$ cat src/rtl/sap_datapath_if.sv
// Signal bundle between the SAP control sequencer (master) and the register/bus datapath (slave).
// Carries the 12-bit control word, the RAM load port and the datapath status/observation outputs.
interface sap_datapath_if #(
  parameter int DATA_W = 8,
  parameter int ADDR_W = 4
);
  logic [11:0]       ctrl;
  logic              prog_we;
  logic [ADDR_W-1:0] prog_addr;
  logic [DATA_W-1:0] prog_data;
  logic [3:0]        opcode;
  logic [DATA_W-1:0] bus;
  logic [DATA_W-1:0] a_out;
  logic              flag_c;
  logic              flag_z;
  logic              halted;
  logic              bus_conflict;

  modport master (
    output ctrl, prog_we, prog_addr, prog_data,
    input  opcode, bus, a_out, flag_c, flag_z, halted, bus_conflict
  );

  modport slave (
    input  ctrl, prog_we, prog_addr, prog_data,
    output opcode, bus, a_out, flag_c, flag_z, halted, bus_conflict
  );
endinterface

$ cat src/rtl/sap_datapath.sv
// SAP-1 style datapath: shared bus mux, PC/MAR/IR/A/B registers, adder/subtractor, program RAM,
// sticky halt and sticky bus-conflict latches. Driven cycle by cycle by the sequencer's control word.
module sap_datapath #(
  parameter int DATA_W = 8,
  parameter int ADDR_W = 4
) (
  input  logic          clk,
  input  logic          rst_n,
  sap_datapath_if.slave dp
);
  localparam int DEPTH = 1 << ADDR_W;

  typedef struct packed {
    logic hlt;
    logic pc_inc;
    logic pc_en;
    logic mar_load;
    logic mem_en;
    logic ir_load;
    logic ir_en;
    logic a_load;
    logic a_en;
    logic b_load;
    logic adder_sub;
    logic adder_en;
  } ctrl_t;

  ctrl_t cw;
  assign cw = ctrl_t'(dp.ctrl);

  logic [ADDR_W-1:0] pc_q;
  logic [ADDR_W-1:0] mar_q;
  logic [DATA_W-1:0] ir_q;
  logic [DATA_W-1:0] a_q;
  logic [DATA_W-1:0] b_q;
  logic              flag_c_q;
  logic              flag_z_q;
  logic              halted_q;
  logic              conflict_q;
  logic              run_q;

  logic [DATA_W-1:0] ram_q [DEPTH];

  logic [DATA_W-1:0] b_operand;
  logic [DATA_W:0]   alu_sum;
  logic [DATA_W-1:0] ram_rd;
  logic [DATA_W-1:0] bus_val;
  logic [4:0]        drivers;
  logic              multi_drv;
  logic              active;
  logic              capture;

  // Subtract is A + ~B + 1, so the carry-out doubles as "no borrow".
  assign b_operand = cw.adder_sub ? ~b_q : b_q;
  assign alu_sum   = {1'b0, a_q} + {1'b0, b_operand} + {{DATA_W{1'b0}}, cw.adder_sub};

  assign ram_rd = ram_q[mar_q];

  always_comb begin
    bus_val = '0;
    if (cw.mem_en) begin
      bus_val = ram_rd;
    end else if (cw.adder_en) begin
      bus_val = alu_sum[DATA_W-1:0];
    end else if (cw.a_en) begin
      bus_val = a_q;
    end else if (cw.ir_en) begin
      bus_val = {{(DATA_W-ADDR_W){1'b0}}, ir_q[ADDR_W-1:0]};
    end else if (cw.pc_en) begin
      bus_val = {{(DATA_W-ADDR_W){1'b0}}, pc_q};
    end
  end

  // More than one bit set <=> clearing the lowest set bit leaves something behind.
  assign drivers   = {cw.mem_en, cw.adder_en, cw.a_en, cw.ir_en, cw.pc_en};
  assign multi_drv = |(drivers & (drivers - 5'd1));

  // run_q holds off the first edge after reset release so updates start on the second posedge.
  assign capture = run_q && !dp.prog_we;
  assign active  = capture && !halted_q;

  always_ff @(posedge clk or negedge rst_n) begin
    if (!rst_n) begin
      pc_q       <= '0;
      mar_q      <= '0;
      ir_q       <= '0;
      a_q        <= '0;
      b_q        <= '0;
      flag_c_q   <= 1'b0;
      flag_z_q   <= 1'b0;
      halted_q   <= 1'b0;
      conflict_q <= 1'b0;
      run_q      <= 1'b0;
    end else begin
      run_q <= 1'b1;
      if (active) begin
        if (cw.pc_inc) begin
          pc_q <= pc_q + {{(ADDR_W-1){1'b0}}, 1'b1};
        end
        if (cw.mar_load) begin
          mar_q <= bus_val[ADDR_W-1:0];
        end
        if (cw.ir_load) begin
          ir_q <= bus_val;
        end
        if (cw.a_load) begin
          a_q <= bus_val;
        end
        if (cw.b_load) begin
          b_q <= bus_val;
        end
        // Flags track arithmetic results only; a plain LDA leaves them alone.
        if (cw.a_load && cw.adder_en) begin
          flag_c_q <= alu_sum[DATA_W];
          flag_z_q <= (alu_sum[DATA_W-1:0] == '0);
        end
      end
      if (capture) begin
        if (cw.hlt) begin
          halted_q <= 1'b1;
        end
        if (multi_drv) begin
          conflict_q <= 1'b1;
        end
      end
    end
  end

  // Program RAM has no reset and accepts writes even while halted.
  always_ff @(posedge clk) begin
    if (dp.prog_we) begin
      ram_q[dp.prog_addr] <= dp.prog_data;
    end
  end

  assign dp.opcode       = ir_q[DATA_W-1 -: 4];
  assign dp.bus          = bus_val;
  assign dp.a_out        = a_q;
  assign dp.flag_c       = flag_c_q;
  assign dp.flag_z       = flag_z_q;
  assign dp.halted       = halted_q;
  assign dp.bus_conflict = conflict_q;
endmodule
$ cat src/flat_wrapper.sv
// flat-port wrapper written by rule: the top's interface ports become plain ports
module sap_datapath_flat 
#(
  parameter int DATA_W = 8,
  parameter int ADDR_W = 4
)
  (clk, rst_n, dp_ctrl, dp_prog_we, dp_prog_addr, dp_prog_data, dp_opcode, dp_bus, dp_a_out, dp_flag_c, dp_flag_z, dp_halted, dp_bus_conflict);
  sap_datapath_if #(.DATA_W(DATA_W), .ADDR_W(ADDR_W)) dp_i ();
  input  logic clk;
  input  logic rst_n;
  input wire logic [$bits(dp_i.ctrl)-1:0] dp_ctrl;
  input wire logic [$bits(dp_i.prog_we)-1:0] dp_prog_we;
  input wire logic [$bits(dp_i.prog_addr)-1:0] dp_prog_addr;
  input wire logic [$bits(dp_i.prog_data)-1:0] dp_prog_data;
  output wire logic [$bits(dp_i.opcode)-1:0] dp_opcode;
  output wire logic [$bits(dp_i.bus)-1:0] dp_bus;
  output wire logic [$bits(dp_i.a_out)-1:0] dp_a_out;
  output wire logic [$bits(dp_i.flag_c)-1:0] dp_flag_c;
  output wire logic [$bits(dp_i.flag_z)-1:0] dp_flag_z;
  output wire logic [$bits(dp_i.halted)-1:0] dp_halted;
  output wire logic [$bits(dp_i.bus_conflict)-1:0] dp_bus_conflict;
  assign dp_i.ctrl = dp_ctrl;
  assign dp_i.prog_we = dp_prog_we;
  assign dp_i.prog_addr = dp_prog_addr;
  assign dp_i.prog_data = dp_prog_data;
  assign dp_opcode = dp_i.opcode;
  assign dp_bus = dp_i.bus;
  assign dp_a_out = dp_i.a_out;
  assign dp_flag_c = dp_i.flag_c;
  assign dp_flag_z = dp_i.flag_z;
  assign dp_halted = dp_i.halted;
  assign dp_bus_conflict = dp_i.bus_conflict;
  sap_datapath #(.DATA_W(DATA_W), .ADDR_W(ADDR_W)) u_core (.clk(clk), .rst_n(rst_n), .dp(dp_i));
endmodule
$ cat config.mk
export PLATFORM = sky130hd
export DESIGN_NAME = sap_datapath_flat
export DESIGN_NICKNAME = d
export VERILOG_FILES = /design/src/rtl/sap_datapath_if.sv /design/src/rtl/sap_datapath.sv /design/src/flat_wrapper.sv
export SDC_FILE = /design/constraint.sdc
export NUM_CORES = 1
export LEC_CHECK = 0
export ABC_AREA = 1
export CORE_MARGIN = 2
export CORE_UTILIZATION = 35
export CTS_CLUSTER_SIZE = 25
export DETAILED_ROUTE_END_ITERATION = 16
export HOLD_SLACK_MARGIN = 0.02
export PLACE_DENSITY = 0.64
export REMOVE_ABC_BUFFERS = 1
export SLEW_MARGIN = 20
export SYNTH_ARGS = -nofsm -noshare
export SYNTH_HDL_FRONTEND = slang
export SYNTH_SLANG_ARGS = --single-unit
$ cat constraint.sdc
create_clock -name clk -period 3.8 [get_ports clk]
set_input_delay 0.38 -clock clk [delete_from_list [all_inputs] [get_ports clk]]
set_output_delay 0.38 -clock clk [all_outputs]
set_load 0.02 [all_outputs]
Word-level counts from Yosys, hierarchy flattened
Memories as Yosys holds them, arrays and structs flattened.
Cells that the tools add are included.

storage, ports and cells
  bits in registers = 37
  RAM bits = 128
  input port bits = 27
  output and inout port bits = 24
  word-level logic and storage cells = 40
  memories = 1

operators by class
  $add $sub $neg = 4
  mux-type cells = 8
  bitwise operators = 2
  reductions and logical operators = 15

memory list
  name          depth  width  rd ports  clocked after memory_dff  wr ports  RTL line            text
  u_core.ram_q  16     8      1         0                         1         sap_datapath.sv:42  logic [DATA_W-1:0] ram_q [DEPTH];

operators with widths
  operator                                                            number
  8-bit 2-to-1 mux                                                    5
  2-bit AND reduction                                                 8
  8-bit by 8-bit adder with 9-bit output                              1
  9-bit by 1-bit adder with 9-bit output                              1
  8-bit zero test                                                     1
  8-bit NOT                                                           1
  5-bit AND                                                           1
  5-bit OR reduction                                                  1
  5-bit by 1-bit subtractor with 5-bit output, second input constant  1
  4-bit by 1-bit adder with 4-bit output, second input constant       1
  4-bit 2-to-1 mux                                                    1
  1-bit logical AND                                                   3
  1-bit zero test                                                     2
  1-bit 2-to-1 mux                                                    2

Depth between registers and ports, before layout
Gate-level depths: netlist (run 1).

  word-level depth = 6
  mapped depth = 15
  depth with buffers taken out = 14

Least setup slack after synthesis (run 1)
No wires, ideal clock.

  path type = in2out
  start point = in dp_ctrl[1]
  end point = out dp_bus[4]
  data arrival time = 1,992 ps
  required time = 3,420 ps
  slack = 1,428 ps
  stages on the path = 10
  path buffers = 1
  cells stage by stage = buf_2 -> nand2_1 -> nand2_1 -> inv_1 -> fa_1 -> o21ai_0 -> xor2_1 -> nand2_1 -> nand2_1 -> and2_1

on the way
  longest elaborated chain between the ends = 5

RTL lines
  element                                     RTL line            text
  start: declaration                          flat_wrapper.sv:11  input wire logic [$bits(dp_i.ctrl)-1:0] dp_ctrl;
  8-bit 2-to-1 mux                            sap_datapath.sv:54  assign b_operand = cw.adder_sub ? ~b_q : b_q;
  8-bit by 8-bit adder with 9-bit output      sap_datapath.sv:55  assign alu_sum = {1'b0, a_q} + {1'b0, b_operand} + {{DATA_W{1'b0}}, cw.adder_sub};
  9-bit by 1-bit adder with 9-bit output (*)  sap_datapath.sv:55
  8-bit 2-to-1 mux (*)                        sap_datapath.sv:63  end else if (cw.adder_en) begin
  8-bit 2-to-1 mux (*)                        sap_datapath.sv:61  if (cw.mem_en) begin
  end: declaration                            flat_wrapper.sv:16  output wire logic [$bits(dp_i.bus)-1:0] dp_bus;

Mark *: on every way between the ends. The rest lies on a longest branch, timed or not.

Worst setup path in the final report (run 1)
  start point = in dp_ctrl[1]
  end point = out dp_bus[7]

The elaborated chain is that of the path after synthesis.

==> results_dict.tcl, run 1 <==
set metrics [dict create \
    status "complete, no violations" \
    synthMostInstantiatedCell "nand2_1" \
    slew_viol_final 0 \
    pwr_density_cell_nw_per_um2 436 \
    detailed_place.area_um2 8260 \
    initial_core_util_pct 35.7 \
    clock.fmax_mhz 284 \
    num_vias 5331 \
    ios 51 \
    portBuffers 50 \
    grt_first_pass_wirelength_um 27900 \
    synth_largest_area_cell "edfxtp_1" \
    postSynthCellCount 735 \
    yosys_register_bits 165 \
    viasPerCell 4.96 \
    grt_antenna_before_repair 0 \
    worstSetupEndpointType "output pin" \
    synth_common_cells "nand2_1 (143), edfxtp_1 (128), nor2_1 (121), nand3_1 (96), inv_1 (42)" \
    area_growth_syn_to_layout_pct 17.6 \
    setup_slack_ps 273 \
    route.detailed.drc 0 \
    timing.setup.critical_path_class "primary input to output pin" \
    met2_usage_pct 26.9 \
    tritoncts.num_buffers 17 \
    postCtsSetupBuffers 0 \
    multi_input_area_um2 2370 \
    ys_dominant_reg_cell "edfxtp_1" \
    cts_max_level 4 \
    period_needed_ps 3530 \
    cts_tree "yes" \
    layout.cell_area.non_filler_um2 8830 \
    routed_wire_length_per_instance_um 16.5 \
    postSynth.asyncResetShare_pct 22.4 \
    cts.root.buffer_cell "clkbuf_16" \
    setup.worst_path.start_class "primary input" \
    grt.busiest_layer "met2" \
    post_cts_resize_count 0 \
    synth.cell_area_um2 7510 \
    chipHeight_um 150 \
    layout-drive-gt1-share_pct 7.51 \
    drtAntennaViolNets 0 \
    synth.avg_cell_area_um2 10.2 \
    leakagePower_nw 3.53 \
    yosysTopAreaCellShare_pct 51.2 \
    timing.slew.headroom_pct 44.1 \
    peakVddDrop_mv 0.432 \
    clkTransAtPathRegs_ps 60 \
    tightest_slew_ps 835 \
    number_of_buffers_on_the_longest_clock_path 2 \
    hold_viol 0 \
    yosys_warnings 0 \
    net_count_of_the_finished_layout 824 \
    hp-class "primary input to asynchronous set/reset pin" \
    fp.dieW_um 150 \
    design.die.area_um2 22600 \
    core_um2 21000 \
    grt_max_degree 73 \
    detail_route.first_pass.iterations 5 \
    internal_reg_to_reg_setup_slack_ps 1660 \
    max_cap_viol_count 0 \
    global_route.overflow_total 0 \
    vias_in_the_first_global_route 5144 \
    setup-violations-final 0 \
    clock_skew_ps 10.0 \
    holdBufCountCts 0 \
    dpl.hpwl_um 11600 \
    synth.distinct_cells 30 \
    rsz0062_at_grt "no" \
    rows 53 \
    finalCritPeriodShare_pct 92.8 \
    place_worst_setup_slack_ps 274 \
    worst_ep_arrival_time_ps 3150 \
    grt_use_total_pct 16.5 \
    timing.setup.tns_ps 0 \
    worstSkewPairLatency_ps 430 \
    final-seq-area_um2 4770 \
    first_iter_violations 447 \
    routabilityCongestion 0.915 \
    sequential_area_share_after_synthesis_pct 63.5 \
    worstPathRequired_ps 3420 \
    synth.area.top_cells "edfxtp_1 (51%), dfrtp_1 (12%), nand2_1 (7.2%)" \
    insertedDiodeCount 0 \
    global_route.usage.met1_pct 22.4 \
    synth_enable_flop_cells 128 \
    critPathMaxFanout 5 \
    nFillCells 2004 \
    postRouteWirelength_um 17700 \
    tritoncts_num_sinks 165 \
    met3_track_demand_over_resource_pct 3.94 \
]
## metrics by stage
step	hold slack, ps	util (%)	cells	total power [W]
floorplan	84.4	-	703	0.00210
global placement	446	39.3	1042	0.00221
detailed placement	462	39.3	1042	0.00221
CTS	80.3	42.0	1074	0.00387
global route	113	42.0	1074	0.00398
finish	54.2	42.0	1074	0.00385
## layout by cell type (no fill, tap or decap), types with 3 or more instances in the layout
cell / Yosys / routed
nor2_2: 4 / 4
nor2_1: 121 / 121
o21ai_1: 19 / 19
o21ai_0: 39 / 39
nand3_2: 7 / 7
inv_1: 42 / 42
xnor2_1: 3 / 3
o211ai_1: 13 / 13
inv_6: 0 / 7
nand3_1: 96 / 96
dfrtp_1: 37 / 36
clkbuf_16: 0 / 17
buf_4: 4 / 14
xor2_1: 9 / 9
clkdlybuf4s50_1: 0 / 49
edfxtp_1: 128 / 128
nand2_1: 143 / 143
and2_1: 6 / 6
ha_1: 10 / 10
a21oi_1: 13 / 13
## registers in the layout, indices dropped and copies added, names as in the netlist
| name | flops |
|---|---|
| u_core.pc_q | 4 |
| u_core.dp.flag_z | 1 |
| u_core.dp.halted | 1 |
| u_core.ir_q | 8 |
| u_core.ram_q | 128 |
| u_core.run_q | 1 |
| u_core.dp.bus_conflict | 1 |
| u_core.b_q | 8 |
| u_core.mar_q | 4 |
| u_core.dp.flag_c | 1 |
| u_core.dp.a_out | 8 |
## logic make-up (layout without fill, tap and decap cells)
family                   after synthesis  after routing  share of synthesized area, %
buffers and inverters                 77            141                          4.85
multiplexers                           1              1                         0.150
adder cells (fa/ha/maj)               11             11                          1.93
other                                  1              1                        0.0500
flip-flops                           165            165                          63.5
AND/OR/NAND/NOR                      381            381                          21.7
XOR/XNOR                              12             12                          1.40
AO/OA/AOI/OAI                         87             87                          6.35
## layout make-up
cell class                      instances  share of cell area [%]
Clock buffer                           19                    4.91
Multi-Input combinational cell        493                    26.9
Inverter                               45                    1.91
Sequential cell                       165                    54.1
Tap cell                              275                    3.90
Clock inverter                         13                    1.53
Timing Repair Buffer                   64                    6.80
## per-layer routing
| layer | wire, um | share of wire, % | vias to the layer above |
|---|---|---|---|
| li1 | - | - | 2606 |
| met1 | 7740 | 44 | 2532 |
| met2 | 8550 | 48 | 180 |
| met3 | 1300 | 7.4 | 13 |
| met4 | 142 | 0.80 | 0 |
| met5 | 0 | 0 | - |
## critical path, cell delays in order
cell	delay, ps
clkdlybuf4s50_1	600
buf_4	210
xor2_1	170
ha_1	290
a21oi_1	240
nor2_1	70
nor2_1	130
nand2_1	70
nand2_1	70
nand3_1	70
nand2_1	110
and2_1	130
clkdlybuf4s50_1	590
## final timing paths
path,from,endpoint,depth (start not counted)
setup / recovery,dp_ctrl[1],dp_bus[7],13
min in group clk,u_core.dp.bus_conflict,u_core.dp.bus_conflict,2
hold reg to reg,u_core.dp.bus_conflict,u_core.dp.bus_conflict,2
hold / removal,rst_n,u_core.dp.flag_z,1
max in group asynchronous,rst_n,u_core.mar_q[0],1
setup reg to reg,u_core.mar_q[0],u_core.b_q[4],9
## power breakdown
group | internal (W) | switching, W | leakage (nW) | total [W]
combinational | 0.0000671 | 0.000123 | 1.60 | 0.000190
sequential | 0.00198 | 0.00000611 | 1.65 | 0.00198
clock | 0.000925 | 0.000747 | 0.278 | 0.00167
total | 0.00297 | 0.000876 | 3.53 | 0.00385
(Power assumes the default switching activity.)
==> run 2: changes to the inputs <==
--- a/config.mk
+++ b/config.mk
@@ -6,6 +6,7 @@
 export NUM_CORES = 1
 export LEC_CHECK = 0
 export ABC_AREA = 1
+export CAP_MARGIN = 20
 export CORE_MARGIN = 2
 export CORE_UTILIZATION = 35
 export CTS_CLUSTER_SIZE = 25
==> results of run 2 <==
No change in the layout: final DEF, timing and power equal those of run 1.
